===== src/rtl/pipeline_pkg.sv =====
// Shared pipeline definitions: fetch FSM encoding, NOP encoding and fetch-stage defaults.
package pipeline_pkg;

   typedef enum logic [1:0] {
      ST_RUN   = 2'd0,
      ST_HALT  = 2'd1,
      ST_FAULT = 2'd2
   } fetch_state_t;

   localparam logic [31:0] NOP_INSTR          = 32'h0000_0000;
   localparam logic [31:0] DEFAULT_HALT_INSTR = 32'h0000_000C;
   localparam logic [31:0] DEFAULT_RESET_PC   = 32'h0040_0000;
   localparam logic [31:0] INSTR_BYTES        = 32'd4;

   // Instruction addresses must sit on a word boundary.
   function automatic logic is_word_aligned(input logic [31:0] addr);
      return (addr[1:0] == 2'b00);
   endfunction

endpackage : pipeline_pkg


===== src/rtl/fetch_stage_if.sv =====
// Instruction-memory bus between the fetch stage (master) and the instruction ROM (slave).
interface fetch_stage_if #(
   parameter int IMEM_ADDR_W = 5
);

   logic [IMEM_ADDR_W-1:0] IMEM_ADDR;
   logic [31:0]            IMEM_DATA;

   modport master (
      output IMEM_ADDR,
      input  IMEM_DATA
   );

   modport slave (
      input  IMEM_ADDR,
      output IMEM_DATA
   );

endinterface : fetch_stage_if


===== src/rtl/if_id_reg.sv =====
// IF/ID pipeline register: instruction, PC+4 and valid flag with load, hold and bubble controls.
module if_id_reg
   import pipeline_pkg::*;
(
   input  logic        CLOCK,
   input  logic        RESET,
   input  logic        load,
   input  logic        bubble,
   input  logic [31:0] instr_d,
   input  logic [31:0] pc4_d,
   output logic [31:0] instr_q,
   output logic [31:0] pc4_q,
   output logic        valid_q
);

   // Bubble wins over load so a flush can never be undone by a concurrent fetch.
   always_ff @(posedge CLOCK) begin
      // NOTE: sequential state uses non-blocking assignments so every register samples pre-edge values.
      if (RESET) begin
         instr_q <= NOP_INSTR;
         pc4_q   <= 32'd0;
         valid_q <= 1'b0;
      end else if (bubble) begin
         instr_q <= NOP_INSTR;
         pc4_q   <= 32'd0;
         valid_q <= 1'b0;
      end else if (load) begin
         instr_q <= instr_d;
         pc4_q   <= pc4_d;
         valid_q <= 1'b1;
      end
   end

endmodule : if_id_reg


===== src/rtl/fetch_stage.sv =====
// MIPS instruction-fetch stage: owns the PC, addresses instruction memory and fills IF/ID.
module fetch_stage
   import pipeline_pkg::*;
#(
   parameter logic [31:0] RESET_PC    = DEFAULT_RESET_PC,
   parameter int          IMEM_ADDR_W = 5,
   parameter logic [31:0] HALT_INSTR  = DEFAULT_HALT_INSTR
) (
   input  logic                CLOCK,
   input  logic                RESET,
   input  logic                STALL,
   input  logic                BRANCH_TAKEN,
   input  logic [31:0]         BRANCH_TARGET,
   fetch_stage_if.master       imem,
   output logic [31:0]         PC,
   output logic [31:0]         IF_ID_INSTR,
   output logic [31:0]         IF_ID_PC4,
   output logic                IF_ID_VALID,
   output logic                HALTED,
   output logic                FAULT,
   output logic [15:0]         FETCH_COUNT
);

   fetch_state_t state, state_n;
   logic [31:0]  pc_n;
   logic [31:0]  pc_plus4;
   logic [15:0]  count_n;
   logic         ifid_load;
   logic         ifid_bubble;
   logic         target_ok;

   assign pc_plus4      = PC + INSTR_BYTES;
   assign target_ok     = is_word_aligned(BRANCH_TARGET);
   assign imem.IMEM_ADDR = PC[IMEM_ADDR_W+1:2];

   assign HALTED = (state == ST_HALT);
   assign FAULT  = (state == ST_FAULT);

   always_ff @(posedge CLOCK) begin
      if (RESET) begin
         state       <= ST_RUN;
         PC          <= RESET_PC;
         FETCH_COUNT <= 16'd0;
      end else begin
         state       <= state_n;
         PC          <= pc_n;
         FETCH_COUNT <= count_n;
      end
   end

   // Redirect beats stall; a misaligned redirect freezes the PC and parks the stage in FAULT.
   always_comb begin
      // NOTE: every output gets a default first so no path through the case infers a latch.
      state_n     = state;
      pc_n        = PC;
      count_n     = FETCH_COUNT;
      ifid_load   = 1'b0;
      ifid_bubble = 1'b0;

      unique case (state)
         ST_RUN: begin
            if (BRANCH_TAKEN) begin
               ifid_bubble = 1'b1;
               if (target_ok) begin
                  pc_n = BRANCH_TARGET;
               end else begin
                  state_n = ST_FAULT;
               end
            end else if (!STALL) begin
               pc_n      = pc_plus4;
               ifid_load = 1'b1;
               count_n   = FETCH_COUNT + 16'd1;
               if (imem.IMEM_DATA == HALT_INSTR) begin
                  state_n = ST_HALT;
               end
            end
         end

         ST_HALT: begin
            ifid_bubble = 1'b1;
            if (BRANCH_TAKEN) begin
               if (target_ok) begin
                  pc_n    = BRANCH_TARGET;
                  state_n = ST_RUN;
               end else begin
                  state_n = ST_FAULT;
               end
            end
         end

         ST_FAULT: begin
            ifid_bubble = 1'b1;
         end

         default: begin
            ifid_bubble = 1'b1;
            state_n     = ST_FAULT;
         end
      endcase
   end

   if_id_reg u_if_id_reg (
      .CLOCK   (CLOCK),
      .RESET   (RESET),
      .load    (ifid_load),
      .bubble  (ifid_bubble),
      .instr_d (imem.IMEM_DATA),
      .pc4_d   (pc_plus4),
      .instr_q (IF_ID_INSTR),
      .pc4_q   (IF_ID_PC4),
      .valid_q (IF_ID_VALID)
   );

endmodule : fetch_stage


===== src/flat_wrapper.sv =====
// flat-port wrapper written by rule: the top's interface ports become plain ports
module fetch_stage_flat import pipeline_pkg::*;
#(
   parameter logic [31:0] RESET_PC    = DEFAULT_RESET_PC,
   parameter int          IMEM_ADDR_W = 5,
   parameter logic [31:0] HALT_INSTR  = DEFAULT_HALT_INSTR
)
  (CLOCK, RESET, STALL, BRANCH_TAKEN, BRANCH_TARGET, PC, IF_ID_INSTR, IF_ID_PC4, IF_ID_VALID, HALTED, FAULT, FETCH_COUNT, imem_IMEM_ADDR, imem_IMEM_DATA);
  fetch_stage_if #(.IMEM_ADDR_W(IMEM_ADDR_W)) imem_i ();
  input  logic CLOCK;
  input  logic RESET;
  input  logic STALL;
  input  logic BRANCH_TAKEN;
  input  logic [31:0] BRANCH_TARGET;
  output logic [31:0] PC;
  output logic [31:0] IF_ID_INSTR;
  output logic [31:0] IF_ID_PC4;
  output logic IF_ID_VALID;
  output logic HALTED;
  output logic FAULT;
  output logic [15:0] FETCH_COUNT;
  output wire logic [$bits(imem_i.IMEM_ADDR)-1:0] imem_IMEM_ADDR;
  input wire logic [$bits(imem_i.IMEM_DATA)-1:0] imem_IMEM_DATA;
  assign imem_IMEM_ADDR = imem_i.IMEM_ADDR;
  assign imem_i.IMEM_DATA = imem_IMEM_DATA;
  fetch_stage #(.RESET_PC(RESET_PC), .IMEM_ADDR_W(IMEM_ADDR_W), .HALT_INSTR(HALT_INSTR)) u_core (.CLOCK(CLOCK), .RESET(RESET), .STALL(STALL), .BRANCH_TAKEN(BRANCH_TAKEN), .BRANCH_TARGET(BRANCH_TARGET), .imem(imem_i), .PC(PC), .IF_ID_INSTR(IF_ID_INSTR), .IF_ID_PC4(IF_ID_PC4), .IF_ID_VALID(IF_ID_VALID), .HALTED(HALTED), .FAULT(FAULT), .FETCH_COUNT(FETCH_COUNT));
endmodule

===== config.mk =====
export PLATFORM = sky130hd
export DESIGN_NAME = fetch_stage_flat
export DESIGN_NICKNAME = d
export VERILOG_FILES = /design/src/rtl/pipeline_pkg.sv /design/src/rtl/fetch_stage_if.sv /design/src/rtl/if_id_reg.sv /design/src/rtl/fetch_stage.sv /design/src/flat_wrapper.sv
export SDC_FILE = /design/constraint.sdc
export NUM_CORES = 1
export LEC_CHECK = 0
export CORE_MARGIN = 5
export CORE_UTILIZATION = 45
export DETAILED_ROUTE_END_ITERATION = 16
export HOLD_SLACK_MARGIN = 0.15
export PLACE_DENSITY = 0.79
export SLEW_MARGIN = 20
export SYNTH_ARGS = -nofsm -noshare
export SYNTH_HDL_FRONTEND = slang
export SYNTH_HIERARCHICAL = 1
export SYNTH_SLANG_ARGS = --single-unit

===== constraint.sdc =====
create_clock -name CLOCK -period 5.99 [get_ports CLOCK]
set_input_delay 1.198 -clock CLOCK [delete_from_list [all_inputs] [get_ports CLOCK]]
set_output_delay 1.198 -clock CLOCK [all_outputs]
set_load 0.005 [all_outputs]

-- After elaboration in Yosys (flattened, before gate mapping)
Cells that the tools add are included.
- bits in registers: 115
- output and inout bits: 120
- word-level logic and storage cells: 42
- add/subtract/negate cells: 2
- equal/unequal tests: 7
- multiplexer cells: 17
- bitwise gates (word level): 3
- reductions and logical operators: 7
- operator list (operator ; count):
    $mux 32 ; 4
    $pmux 32 s2 ; 1
    $add 32x3->32 const B ; 1
    $eq 32x4->1 const B ; 1
    $add 16x1->16 const B ; 1
    $mux 2 ; 6
    $ne 3x3->1 const B ; 2
    $pmux 2 s3 ; 1
    $reduce_and 3->1 ; 2
    $mux 1 ; 5
    $reduce_and 5->1 ; 1
    $logic_not 2->1 ; 2
    $ne 3x2->1 const B ; 1
    $not 1->1 ; 3
    $eq 2x1->1 const B ; 1
    $eq 2x2->1 const B ; 1
    $ne 2x2->1 const B ; 1
    $reduce_bool 2->1 ; 1
    $reduce_or 2->1 ; 1

-- Longest topological paths before layout
- depth in word-level cells: 5
- depth in mapped cells: 9
- gate-level depth less buffers: 7

-- Modules after synthesis
Netlist, hierarchy kept.
- modules (own cells, without submodules) (module ; times used ; cells an instance ; area an instance (um^2)):
    fetch_stage ; 1 ; 399 ; 3195.6
    if_id_reg ; 1 ; 210 ; 2339.7

-- Worst setup path before layout
OpenSTA, ideal clock, no wires.
- path kind: input-to-reg
- start point: in BRANCH_TAKEN
- end point: reg u_core.u_if_id_reg.instr_q[0]
- data arrival time: 2.793 ns
- data required time: 5.876 ns
- setup slack: 3.082 ns
- stages: 9
- cell sequence: buf_2 or4_4 clkinv_2 buf_4 buf_4 buf_6 buf_6 mux2i_1 nor2_1
- RTL lines (item ; line ; text):
    start: declaration ; flat_wrapper.sv:13 ; input logic BRANCH_TAKEN;
    $mux 1 ; fetch_stage.sv:62 ; if (BRANCH_TAKEN) begin
    $mux 1 ; fetch_stage.sv:60 ; unique case (state)
    named net u_core.ifid_load ; fetch_stage.sv:28 ; logic ifid_load;
    end signal: assignment ; if_id_reg.sv:28 ; instr_q <= instr_d;
    end: declaration ; if_id_reg.sv:11 ; output logic [31:0] instr_q,
The timed path passes the listed nets, and every way through them passes these cells.
A chain may end at the register's enable or synchronous reset.

-- Worst setup path in the final report
- start point: in BRANCH_TAKEN
- end point: reg u_core.PC[23]
- cells in the longest elaborated chain, start to end: 2
- ends and longest elaborated chain (item ; line ; text):
    $ne 3x3->1 (no source line) (tied with other cells) ; -- ;
    $reduce_and 3->1 (no source line) or $pmux 32 s2 (tied branches) ; -- ;
    end signal: assignment ; fetch_stage.sv:46 ; PC <= pc_n;
    end: declaration ; fetch_stage.sv:15 ; output logic [31:0] PC,
Parallel ways exist; a longest one is shown, timed or not.

==> flow_summary.json <==
{
  "status": "finished clean",
  "htreeDepth": 4,
  "synth_top_family_by_area": "simple AND/OR/NAND/NOR gates",
  "synth_compound_area_share_pct": 8.770,
  "p_int_mw": 1.455,
  "via_per_inst": 5.534,
  "synth-simple-area-share_pct": 24.77,
  "avgSynthCellArea_um2": 9.089,
  "cts_max_path_buffers": 2,
  "whs_ps": 491.5,
  "io-pin-count": 188,
  "port_buffers": 187,
  "p_per_area_nw_per_um2": 243.7,
  "leakage_nw": 2.691,
  "reg2reg_setup_slack_ps": 3300,
  "layout_commonest_cell": "clkdlybuf4s50_1",
  "path_clk_slew_ps": 50,
  "clockPowerShare_pct": 45.5,
  "clk_latency_ps": 410,
  "grt_pass1_wl_mm": 26.83,
  "place_inst": 900,
  "fmax_mhz": 274.3,
  "skew_ps": 5.050,
  "pwr-share-seq_pct": 43.1,
  "antenna_found_initial": 0,
  "core-area_um2": 12010,
  "cts.sinks": 115,
  "synth-warning-count": 6,
  "die_area_um2": 14620,
  "slew_headroom_pct": 28.92,
  "postCtsSetupBuffers": 0,
  "hold_path_class": "reg -> reg",
  "hold_violations": 0,
  "synthMuxAreaShare_pct": 11.57,
  "die_w_um": 120.9,
  "grt_util_met1_pct": 27.08,
  "cp_max_fo": 47,
  "combPwrFrac_pct": 11.4,
  "place.gp.congestion": 0.8697,
  "grt.total_usage_pct": 23.11,
  "antenna_cells": 0,
  "dpl.hpwl_mm": 12.30,
  "p_switching_mw": 0.4463,
  "worst_pin_slew_ps": 1066,
  "start_util_pct": 46.08,
  "use_met3_pct": 9.790,
  "nets": 842,
  "clock-root-buffer": "clkbuf_16",
  "grt_pass1_vias": 5196,
  "peakVddDrop_v": 0.0001882,
  "period_needed_ps": 3646,
  "totalWireLength_mm": 16.81,
  "syn_nets": 679,
  "cts_buffers": 17,
  "syn2layout_area_growth_pct": 40.96,
  "setup-violations-final": 0,
  "synth_xor_xnor_area_share_pct": 6.487,
  "end_kind": "flop",
  "ys.flop_type": "dfxtp_1",
  "drv_cap": 0,
  "period_share_pct": 60.87,
  "wire_per_inst_um": 18.13,
  "final_cell_mix": "clkdlybuf4s50_1, nor2_1, dfxtp_1",
  "finalSetupTns_ps": 0,
  "critPathRequiredTime_ps": 6310,
  "netlist_instances": 609,
  "worst-setup-path-type": "in -> reg",
  "critical_path_arrival_ps": 3970,
  "drv_slew": 0,
  "grt_max_degree": 57,
  "drc": 0,
  "hold_buffers": 0,
  "grt.met2_usage_pct": 37.55,
  "std_cell_rows": 40,
  "layout-drive-gt1-share_pct": 5.769,
  "firstDrtPassIters": 5,
  "yosysUniqueCellTypes": 60,
  "synth-async-reset-ratio_pct": 0,
  "die_y_um": 120.9,
  "drt_iter0_markers": 450,
  "startpoint_type": "input port",
  "vias": 5130,
  "grt.overflow.total": 0,
  "seq_area_frac_synth_pct": 41.59,
  "finalNonFillerCells": 927,
  "synth-seq-cells": 115,
  "ant_nets": 0,
  "fillers": 977,
  "syn_area_um2": 5535,
  "grt-busiest-layer": "met2",
  "synthAdderAreaFrac_pct": 0.4521,
  "cts_resized": 0,
  "synth_edf_count": 0,
  "p_sw_share_pct": 23.48,
  "rsz0062_at_grt": "no",
  "cts_tree": "yes"
}
cells in the mapped netlist (all sizes together) (2+ instances only):
cell	count	area, um^2
a311o	2	20.02
and3	4	25.02
nand3	15	75.07
inv	7	26.28
nor4b	3	32.53
or3	7	53.80
nand4	21	182.7
ha	2	25.02
nor2b	2	12.51
or2	4	25.03
nor2	129	486.7
o211ai	3	22.52
o221ai	2	17.52
xnor2	23	201.4
nor4	15	133.9
o221a	3	33.78
o21a	2	15.01
buf	33	267.8
nand3b	3	22.52
o21ai	14	70.07
nand2	29	108.9
clkbuf	14	52.55
dfxtp	115	2302
and4	5	43.79
a22oi	9	67.56
xor2	18	157.7
and2	3	18.77
o2bb2ai	6	52.55
or4	5	41.29
a311oi	3	26.28
a31oi	3	18.77
a21oi	16	80.08
nor3	13	75.07
mux2i	64	640.6
stage by stage:
step	util (%)	instance area (um^2)	power, mW	setup WS (ps)
2_1_floorplan	-	5535	0.9411	3082
3_3_place_gp	60.69	7289	1.043	2051
3_5_place_dp	60.85	7310	1.050	1975
4_1_cts	64.96	7802	1.915	2403
5_1_grt	64.96	7802	1.971	2214
6_report	64.96	7802	1.901	2344
final cells by class:
type                            count  area [um^2]  area share (%)
Clock buffer                       27        493.0           6.318
Inverter                            8        32.53          0.4169
Multi-Input combinational cell    439         2882           36.93
Sequential cell                   115         2302           29.51
Tap cell                          147        183.9           2.357
Timing Repair Buffer              191         1909           24.47
worst max-delay path: stages:
cell	delay (ps)
clkdlybuf4s50_1	550
or4_4	700
inv_4	520
buf_4	470
o31a_1	210
o21ai_1	60
a31oi_1	180
logic make-up (layout without fill, tap and decap cells):
logic type / Yosys count / in the layout
buffers and inverters: 55 / 226
XOR/XNOR: 41 / 41
AO/OA/AOI/OAI: 70 / 70
multiplexers: 64 / 64
flip-flops: 115 / 115
adder cells (fa/ha/maj): 2 / 2
AND/OR/NAND/NOR: 262 / 262
state kept, by name, indices dropped and copies added, names as in the netlist:
name,count
u_core/state,2
u_core/PC,32
u_core/FETCH_COUNT,16
u_core/u_if_id_reg/valid_q,1
u_core/u_if_id_reg/instr_q,32
u_core/u_if_id_reg/pc4_q,32
power by group through the flow:
stage | clock network, mW | registers (mW) | logic [mW]
2_1_floorplan | 0 | 0.822 | 0.119
3_3_place_gp | 0 | 0.833 | 0.210
3_5_place_dp | 0 | 0.834 | 0.217
4_1_cts | 0.878 | 0.819 | 0.218
5_1_grt | 0.914 | 0.822 | 0.234
6_report | 0.864 | 0.820 | 0.217
layer usage:
| metal | up-vias | routed length (um) | part of all wire, % |
|---|---|---|---|
| met5 | - | 0 | 0 |
| met1 | 2434 | 6773 | 40 |
| met4 | 0 | 295 | 1.8 |
| met2 | 216 | 8027 | 48 |
| li1 | 2458 | - | - |
| met3 | 22 | 1713 | 10 |
path summary, 6_finish.rpt:
kind	start	endpoint	cells past startpoint
worst min-delay path	u_core/u_if_id_reg/pc4_q[12]	u_core/u_if_id_reg/pc4_q[12]	2
worst max register to register	u_core/state[1]	u_core/PC[23]	6
worst min register to register	u_core/u_if_id_reg/pc4_q[12]	u_core/u_if_id_reg/pc4_q[12]	2
worst max-delay path	BRANCH_TAKEN	u_core/PC[23]	7
No activity file was read; power rests on OpenSTA's default activity.
